## config.mk

```make
export PLATFORM = sky130hd
export DESIGN_NAME = fc_layer_sequencer
export DESIGN_NICKNAME = d
export VERILOG_FILES = /design/src/rtl/fc_ctrl_pkg.sv /design/src/rtl/fc_result_buffer.sv /design/src/rtl/fc_layer_sequencer.sv
export SDC_FILE = /design/constraint.sdc
export NUM_CORES = 1
export LEC_CHECK = 0
export BUFFER_PORTS_ARGS = -buffer_cell sky130_fd_sc_hd__clkbuf_2
export CAP_MARGIN = 10
export CORE_AREA = 2 2 162 164
export CTS_CLUSTER_DIAMETER = 150
export DETAILED_ROUTE_END_ITERATION = 12
export DIE_AREA = 0 0 164 166
export PLACE_DENSITY = 0.75
export SYNTH_ARGS = -nofsm -noshare
export SYNTH_HDL_FRONTEND = slang
export SYNTH_SLANG_ARGS = --single-unit
```

## constraint.sdc

```tcl
create_clock -name clk -period 2.8 [get_ports clk]
set_input_delay 0 -clock clk [delete_from_list [all_inputs] [get_ports clk]]
set_output_delay 0 -clock clk [all_outputs]
set_load 0.02 [all_outputs]
```

## src/rtl/fc_ctrl_pkg.sv

```systemverilog
// Shared types and constants for the fully connected layer controller.
package fc_ctrl_pkg;

    // Weight word / config bus width
    localparam int CFG_WIDTH = 32;

    // Sequencer phases: weight load, input broadcast, result collect, result drain
    typedef enum logic [1:0] {
        LOAD  = 2'd0,
        FEED  = 2'd1,
        WAIT  = 2'd2,
        DRAIN = 2'd3
    } fc_seq_state_t;

endpackage

```

## src/rtl/fc_result_buffer.sv

```systemverilog
// Per-neuron activation capture registers with a done mask and a read mux.
// A neuron's first result per vector is kept. Later pulses for that neuron
// only raise dup_err.
module fc_result_buffer
    import fc_ctrl_pkg::*;
#(
    parameter int NUM_NEURON = 10,
    parameter int DATA_WIDTH = 16,
    parameter int IDX_W      = $clog2(NUM_NEURON + 1)
) (
    input  logic                                  clk,
    input  logic                                  rst,
    input  logic                                  cap_en,
    input  logic                                  clr,
    input  logic [NUM_NEURON*DATA_WIDTH-1:0]      neuron_out,
    input  logic [NUM_NEURON-1:0]                 neuron_outvalid,
    input  logic [IDX_W-1:0]                      rd_idx,
    output logic [DATA_WIDTH-1:0]                 rd_data,
    output logic [NUM_NEURON-1:0]                 done,
    output logic                                  all_done,
    output logic                                  dup_err
);

    logic [NUM_NEURON-1:0][DATA_WIDTH-1:0] res_in;
    logic [NUM_NEURON-1:0][DATA_WIDTH-1:0] res_q;
    logic [NUM_NEURON-1:0]                 cap;

    assign res_in = neuron_out;
    assign cap    = neuron_outvalid & {NUM_NEURON{cap_en}};

    for (genvar i = 0; i < NUM_NEURON; i++) begin : g_entry
        logic [DATA_WIDTH-1:0] ent_q;
        logic                  dn_q;

        // Capture the first result of this neuron and track that it arrived
        always_ff @(posedge clk) begin
            if (rst) begin
                ent_q <= '0;
                dn_q  <= 1'b0;
            end else begin
                if (cap[i] && !dn_q)
                    ent_q <= res_in[i];
                if (clr)
                    dn_q <= 1'b0;
                else if (cap[i])
                    dn_q <= 1'b1;
            end
        end

        assign res_q[i] = ent_q;
        assign done[i]  = dn_q;
    end

    // All-done counts captures happening this very cycle
    assign all_done = &(done | cap);
    assign dup_err  = |(done & cap);

    // Read mux; indices past the last neuron read as zero
    always_comb begin
        rd_data = '0;
        for (int i = 0; i < NUM_NEURON; i++)
            if (rd_idx == IDX_W'(i))
                rd_data = res_q[i];
    end

endmodule

```

## src/rtl/fc_layer_sequencer.sv

```systemverilog
// Fully connected layer controller: loads weights into each neuron in turn,
// broadcasts input vectors, gathers activations and streams them out.
module fc_layer_sequencer
    import fc_ctrl_pkg::*;
#(
    parameter int LAYER_NO    = 3,
    parameter int NUM_NEURON  = 10,
    parameter int NEURON_BASE = 0,
    parameter int NUM_WEIGHT  = 10,
    parameter int DATA_WIDTH  = 16
) (
    input  logic                               clk,
    input  logic                               rst,
    input  logic                               cfg_valid,
    output logic                               cfg_ready,
    input  logic [CFG_WIDTH-1:0]               cfg_data,
    output logic                               weight_valid,
    output logic [CFG_WIDTH-1:0]               weight_value,
    output logic [CFG_WIDTH-1:0]               config_layer_num,
    output logic [CFG_WIDTH-1:0]               config_neuron_num,
    input  logic                               in_valid,
    output logic                               in_ready,
    input  logic [DATA_WIDTH-1:0]              in_data,
    output logic [DATA_WIDTH-1:0]              neuron_in,
    output logic                               neuron_in_valid,
    input  logic [NUM_NEURON*DATA_WIDTH-1:0]   neuron_out,
    input  logic [NUM_NEURON-1:0]              neuron_outvalid,
    output logic                               out_valid,
    input  logic                               out_ready,
    output logic [DATA_WIDTH-1:0]              out_data,
    output logic                               out_last,
    output logic                               weights_loaded,
    output logic                               err
);

    localparam int EW = $clog2(NUM_WEIGHT + 1);
    localparam int NW = $clog2(NUM_NEURON + 1);
    localparam logic [EW-1:0] W_LAST = EW'(NUM_WEIGHT - 1);
    localparam logic [NW-1:0] N_LAST = NW'(NUM_NEURON - 1);

    fc_seq_state_t state_q, state_d;

    logic [EW-1:0]         w_cnt;
    logic [NW-1:0]         n_idx;
    logic [EW-1:0]         elem_cnt;
    logic [NW-1:0]         out_idx;
    logic [NW-1:0]         rd_idx;
    logic [DATA_WIDTH-1:0] rd_data;
    logic [NUM_NEURON-1:0] done;
    logic                  all_done;
    logic                  dup_err;
    logic                  cfg_acc;
    logic                  in_acc;
    logic                  out_acc;
    logic                  go_drain;

    assign config_layer_num = CFG_WIDTH'(LAYER_NO);

    assign cfg_acc  = cfg_valid & cfg_ready;
    assign in_acc   = in_valid & in_ready;
    assign out_acc  = (state_q == DRAIN) & out_valid & out_ready;
    assign go_drain = (state_q == WAIT) & all_done;

    // Look one entry ahead on an accepted beat so the next word is ready
    assign rd_idx = out_acc ? NW'(out_idx + 1'b1) : out_idx;

    // State register
    always_ff @(posedge clk) begin
        if (rst) state_q <= LOAD;
        else     state_q <= state_d;
    end

    // Next-state and stream readies
    always_comb begin
        state_d   = state_q;
        cfg_ready = 1'b0;
        in_ready  = 1'b0;
        unique case (state_q)
            LOAD: begin
                cfg_ready = 1'b1;
                if (cfg_acc && w_cnt == W_LAST && n_idx == N_LAST)
                    state_d = FEED;
            end
            FEED: begin
                in_ready = (elem_cnt < EW'(NUM_WEIGHT));
                if (in_acc && elem_cnt == W_LAST)
                    state_d = WAIT;
            end
            WAIT: begin
                if (all_done)
                    state_d = DRAIN;
            end
            DRAIN: begin
                if (out_acc && out_idx == N_LAST)
                    state_d = FEED;
            end
            default: state_d = LOAD;
        endcase
    end

    // Weight streaming: one weight per accepted config beat, neuron by neuron
    always_ff @(posedge clk) begin
        if (rst) begin
            w_cnt             <= '0;
            n_idx             <= '0;
            weight_valid      <= 1'b0;
            weight_value      <= '0;
            config_neuron_num <= '0;
            weights_loaded    <= 1'b0;
        end else begin
            weight_valid <= cfg_acc;
            if (cfg_acc) begin
                weight_value      <= cfg_data;
                config_neuron_num <= CFG_WIDTH'(NEURON_BASE) + CFG_WIDTH'(n_idx);
                if (w_cnt == W_LAST) begin
                    w_cnt <= '0;
                    if (n_idx == N_LAST)
                        weights_loaded <= 1'b1;
                    else
                        n_idx <= n_idx + 1'b1;
                end else begin
                    w_cnt <= w_cnt + 1'b1;
                end
            end
        end
    end

    // Input broadcast: each accepted element is presented to all neurons once
    always_ff @(posedge clk) begin
        if (rst) begin
            elem_cnt        <= '0;
            neuron_in       <= '0;
            neuron_in_valid <= 1'b0;
        end else begin
            neuron_in_valid <= in_acc;
            if (in_acc) begin
                neuron_in <= in_data;
                elem_cnt  <= (elem_cnt == W_LAST) ? '0 : elem_cnt + 1'b1;
            end
        end
    end

    // Output drain: first DRAIN cycle loads beat 0, then advance on handshake
    always_ff @(posedge clk) begin
        if (rst) begin
            out_idx   <= '0;
            out_valid <= 1'b0;
            out_data  <= '0;
            out_last  <= 1'b0;
        end else if (state_q == DRAIN) begin
            if (!out_valid) begin
                out_valid <= 1'b1;
                out_data  <= rd_data;
                out_last  <= (out_idx == N_LAST);
            end else if (out_ready) begin
                if (out_idx == N_LAST) begin
                    out_valid <= 1'b0;
                    out_last  <= 1'b0;
                    out_idx   <= '0;
                end else begin
                    out_idx  <= rd_idx;
                    out_data <= rd_data;
                    out_last <= (rd_idx == N_LAST);
                end
            end
        end
    end

    // Sticky error: duplicate result in WAIT, or any result outside WAIT
    always_ff @(posedge clk) begin
        if (rst)
            err <= 1'b0;
        else if ((state_q == WAIT && dup_err) || (state_q != WAIT && |neuron_outvalid))
            err <= 1'b1;
    end

    fc_result_buffer #(
        .NUM_NEURON (NUM_NEURON),
        .DATA_WIDTH (DATA_WIDTH),
        .IDX_W      (NW)
    ) u_res_buf (
        .clk             (clk),
        .rst             (rst),
        .cap_en          (state_q == WAIT),
        .clr             (go_drain),
        .neuron_out      (neuron_out),
        .neuron_outvalid (neuron_outvalid),
        .rd_idx          (rd_idx),
        .rd_data         (rd_data),
        .done            (done),
        .all_done        (all_done),
        .dup_err         (dup_err)
    );

endmodule

```

==> flow_summary.json <==
{
  "dp.cells": 2150,
  "hold_path_depth": 4,
  "ys_ff_latch": 262,
  "syn_area_per_cell_sq_um": 7.60,
  "vias": 13400,
  "fin_util_pct": 65.5,
  "instances_no_fill": 2432,
  "ant_nets": 0,
  "cts_inserted_buffers": 27,
  "grt_antenna_before_repair": 4,
  "dp_hpwl_um": 31300,
  "internal_power_uw": 6290,
  "syn_to_final_growth_pct": 42.4,
  "post-place-ws_ps": -45.1,
  "synthSimpleGateAreaFrac_pct": 23.6,
  "crit_type": "reg2reg",
  "cts_buffer_depth": 3,
  "cts_root_buf": "clkbuf_16",
  "fin_crit_sh_pct": 95.4,
  "synth_compound_area_share_pct": 21.7,
  "cts_tree": "built",
  "viasPerCell": 5.50,
  "ys_types": 65,
  "p_seq_share_pct": 45.7,
  "regToRegSetupSlack_ps": 130,
  "clock_skew_ps": 13.5,
  "start_util_pct": 46.0,
  "synth_top_family_by_area": "simple AND/OR/NAND/NOR gates",
  "yosys-mux-area-fraction_pct": 0.690,
  "arrival_ps": 3110,
  "power_density_mw_per_mm2": 518,
  "grt_setup_unrepaired": "yes",
  "end_kind": "register",
  "yosysWarningCount": 0,
  "synth_area_sq_mm": 0.0118,
  "drt_pass1_iterations": 9,
  "timing.setup.tns_ps": 0,
  "fin_ws_ps": 129,
  "p_leak_uw": 0.00659,
  "fin_crit_ps": 2670,
  "clockPowerShare_pct": 39.6,
  "core-area_sq_mm": 0.0256,
  "nFillCells": 1998,
  "hold_end": "neuron_in[0]$_SDFFE_PP0P_",
  "synthCells": 1551,
  "rows": 59,
  "reg2reg_to": "out_data[11]$_SDFFE_PP0P_",
  "holdCritStartpoint": "in_data[0]",
  "synth_area_leader_cell": "dfxtp_1",
  "route.detailed.drc": 0,
  "reg2reg_depth": 9,
  "htree_levels": 1,
  "routed_wl_um": 46800,
  "startpoint_type": "register",
  "synthTopCellsByArea": "dfxtp_1, nand2_1, a21oi_1",
  "cp.required_ps": 3240,
  "cts.sinks": 262,
  "maxCapViolations": 0,
  "maxClockFrequency_mhz": 374,
  "pin_count": 359,
  "p_switching_uw": 2400,
  "hold_viol_final": 0,
  "ys.flop_type": "dfxtp_1",
  "setup_viol_count_final": 0,
  "clkSlewWorstSetupHoldPaths_ps": 60,
  "slew-limit-headroom_pct": 30.8,
  "grtUsageTotal_pct": 33.1,
  "die_x_um": 164,
  "hp-class": "in2reg",
  "synth_seq_area_share_pct": 44.5,
  "grt_pass1_vias": 13100,
  "synth_top_area_share_pct": 44.5,
  "drt-initial-drc-count": 1239,
  "status": "complete, no violations",
  "gr-total-overflow": 0,
  "grt_max_degree": 99,
  "clock_latency_ps": 560,
  "synthArstFlopShare_pct": 0,
  "slew_violations": 0,
  "grt_pass1_wl_um": 70800,
  "die_h_um": 166,
  "swShare_pct": 27.6,
  "wire_per_inst_um": 19.3,
  "worstMarginPinSlew_ps": 1040,
  "synth-xor-area-share_pct": 0.807,
  "pwr-share-comb_pct": 14.7,
  "die_area_sq_mm": 0.0272,
  "place_congestion": 0.932,
  "final_nets": 2305,
  "r2r_start": "state_q[1]$_SDFFE_PP0P_",
  "synthAdderAreaFrac_pct": 0.849,
  "cp_max_fo": 11,
  "vdd_ir_drop_max_mv": 0.581,
  "drive_above_1_share_pct": 21.1,
  "portBuffers": 298,
  "synth-edff-count": 0
}
-- power by group through the flow --
stage	Sequential (uW)	Combinational, uW	Clock (uW)
finish	3970	1280	3440
global route	3980	1370	3620
CTS	3960	1220	3450
detailed placement	4040	971	0
global placement	4040	956	0
floorplan	4110	565	0
-- critical path, cell delays in order (launching register included) --
cell and delay [ps]:
dfxtp_1 340, ha_1 260, buf_4 180, a31o_2 260
mux2_4 370, o22ai_1 280, nor4_2 100, a2111oi_1 470
buf_4 200, o211ai_1 80
-- cells in the final DEF (no fill, tap or decap), types with 5 or more instances in the layout --
cell | Yosys | layout
clkbuf_2 | 0 | 297
conb_1 | 2 | 60
clkbuf_16 | 0 | 27
o21ai_0 | 28 | 28
nand4_1 | 5 | 5
or2_2 | 10 | 10
o2111ai_1 | 8 | 8
nor2_1 | 64 | 61
inv_1 | 12 | 12
o22ai_1 | 18 | 18
buf_4 | 66 | 71
a21oi_1 | 260 | 260
mux2i_1 | 7 | 7
nand2_1 | 484 | 484
nor4_1 | 13 | 12
a211oi_1 | 8 | 8
nand3b_1 | 5 | 5
clkbuf_1 | 78 | 6
xor2_1 | 5 | 5
o221ai_1 | 5 | 5
a32oi_1 | 13 | 13
a22oi_1 | 16 | 16
a2111oi_1 | 0 | 5
dfxtp_1 | 262 | 262
o211ai_1 | 18 | 18
nand2b_1 | 12 | 12
dlygate4sd3_1 | 0 | 229
and3_1 | 6 | 5
clkinv_2 | 0 | 8
nand3_1 | 26 | 25
nor2b_1 | 5 | 5
nor3_1 | 12 | 12
a22o_1 | 5 | 5
ha_1 | 8 | 8
o2bb2ai_1 | 5 | 5
-- cell families (layout without fill, tap and decap cells) --
family                   after synthesis  after routing
XOR/XNOR                              10             10
multiplexers                           8              8
flip-flops                           262            262
AO/OA/AOI/OAI                        424            424
AND/OR/NAND/NOR                      662            662
buffers and inverters                175            659
other                                  2             64
adder cells (fa/ha/maj)                8              8
-- metrics by stage --
| stage | total power (uW) | hold WS (ps) | instance area (sq um) |
|---|---|---|---|
| 6_report | 8690 | 221 | 16800 |
| 2_1_floorplan | 4670 | 136 | 12000 |
| 4_1_cts | 8640 | 201 | 16700 |
| 3_3_place_gp | 5000 | 222 | 13600 |
| 5_1_grt | 8960 | 212 | 16800 |
| 3_5_place_dp | 5020 | 228 | 13600 |
-- cell usage after synthesis (4+ instances only) --
cell and number:
nor3_1 12, and3_1 6, mux2i_1 7, a211oi_1 8, o211ai_1 18, nor2b_1 5, clkbuf_1 78, or2_2 10
o21ai_0 28, dfxtp_1 262, buf_1 6, a21o_1 4, o22ai_1 18, nor4_1 13, nand3b_1 5, a22oi_1 16
nand2_1 484, xnor2_1 4, a21oi_1 260, a32oi_1 13, nor2_1 64, a221oi_1 4, a2111oi_0 8, o2111ai_1 8
o2bb2ai_1 5, nand2b_1 12, o221ai_1 5, nand3_1 26, buf_4 66, inv_1 12, buf_2 13, xor2_1 5
nand4_1 5, ha_1 8, a22o_1 5
-- how the worst max path moves through the flow --
stage | start | to | slack, ps | depth (start not counted)
after floorplan | out_idx[1]$_SDFFE_PP0P_ | out_data[0]$_SDFFE_PP0P_ | 370 | 10
after global placement | state_q[0]$_SDFFE_PP0P_ | out_data[7]$_SDFFE_PP0P_ | 50 | 9
after detailed placement | state_q[0]$_SDFFE_PP0P_ | out_data[7]$_SDFFE_PP0P_ | -50 | 9
after CTS | state_q[0]$_SDFFE_PP0P_ | out_data[11]$_SDFFE_PP0P_ | 9 | 9
after global routing | state_q[0]$_SDFFE_PP0P_ | u_res_buf.g_entry[6].ent_q[6]$_SDFFE_PP0P_ | -40 | 7
final | state_q[1]$_SDFFE_PP0P_ | out_data[11]$_SDFFE_PP0P_ | 130 | 9
-- registers in the layout (all words and copies together) (netlist names) --
register / count
weight_value: 32
u_res_buf.g_entry.ent_q: 160
weights_loaded: 1
out_valid: 1
u_res_buf.g_entry.dn_q: 10
err: 1
neuron_in: 16
state_q: 2
elem_cnt: 4
out_last: 1
w_cnt: 4
config_neuron_num: 4
neuron_in_valid: 1
out_data: 16
weight_valid: 1
n_idx: 4
out_idx: 4
-- what timing repair did --
action,in CTS,in global routing
endpoints found under the setup margin,1,15
hold buffers,229,0
buffers inserted,0,1
hold endpoints to repair,224,0
gates resized for setup,1,15
pin swaps,0,1
gates cloned,0,0
-- routing by layer --
metal,up-vias,global-route usage (%),wire length (um)
met5,-,0,0
met4,0,15.5,2410
met3,157,5.89,3940
met2,794,56.3,22200
met1,6199,40.3,18300
li1,6235,-,-
-- area by class of cell --
cell class / instances / area (sq um) / area share [%]
Antenna cell: 4 / 10.0 / 0.0597
Clock buffer: 37 / 753 / 4.49
Clock inverter: 11 / 76.3 / 0.455
Inverter: 12 / 45.0 / 0.268
Multi-Input combinational cell: 1172 / 5890 / 35.1
Sequential cell: 262 / 5250 / 31.3
Tap cell: 335 / 419 / 2.50
Timing Repair Buffer: 599 / 4340 / 25.9
(Power assumes the default switching activity.)
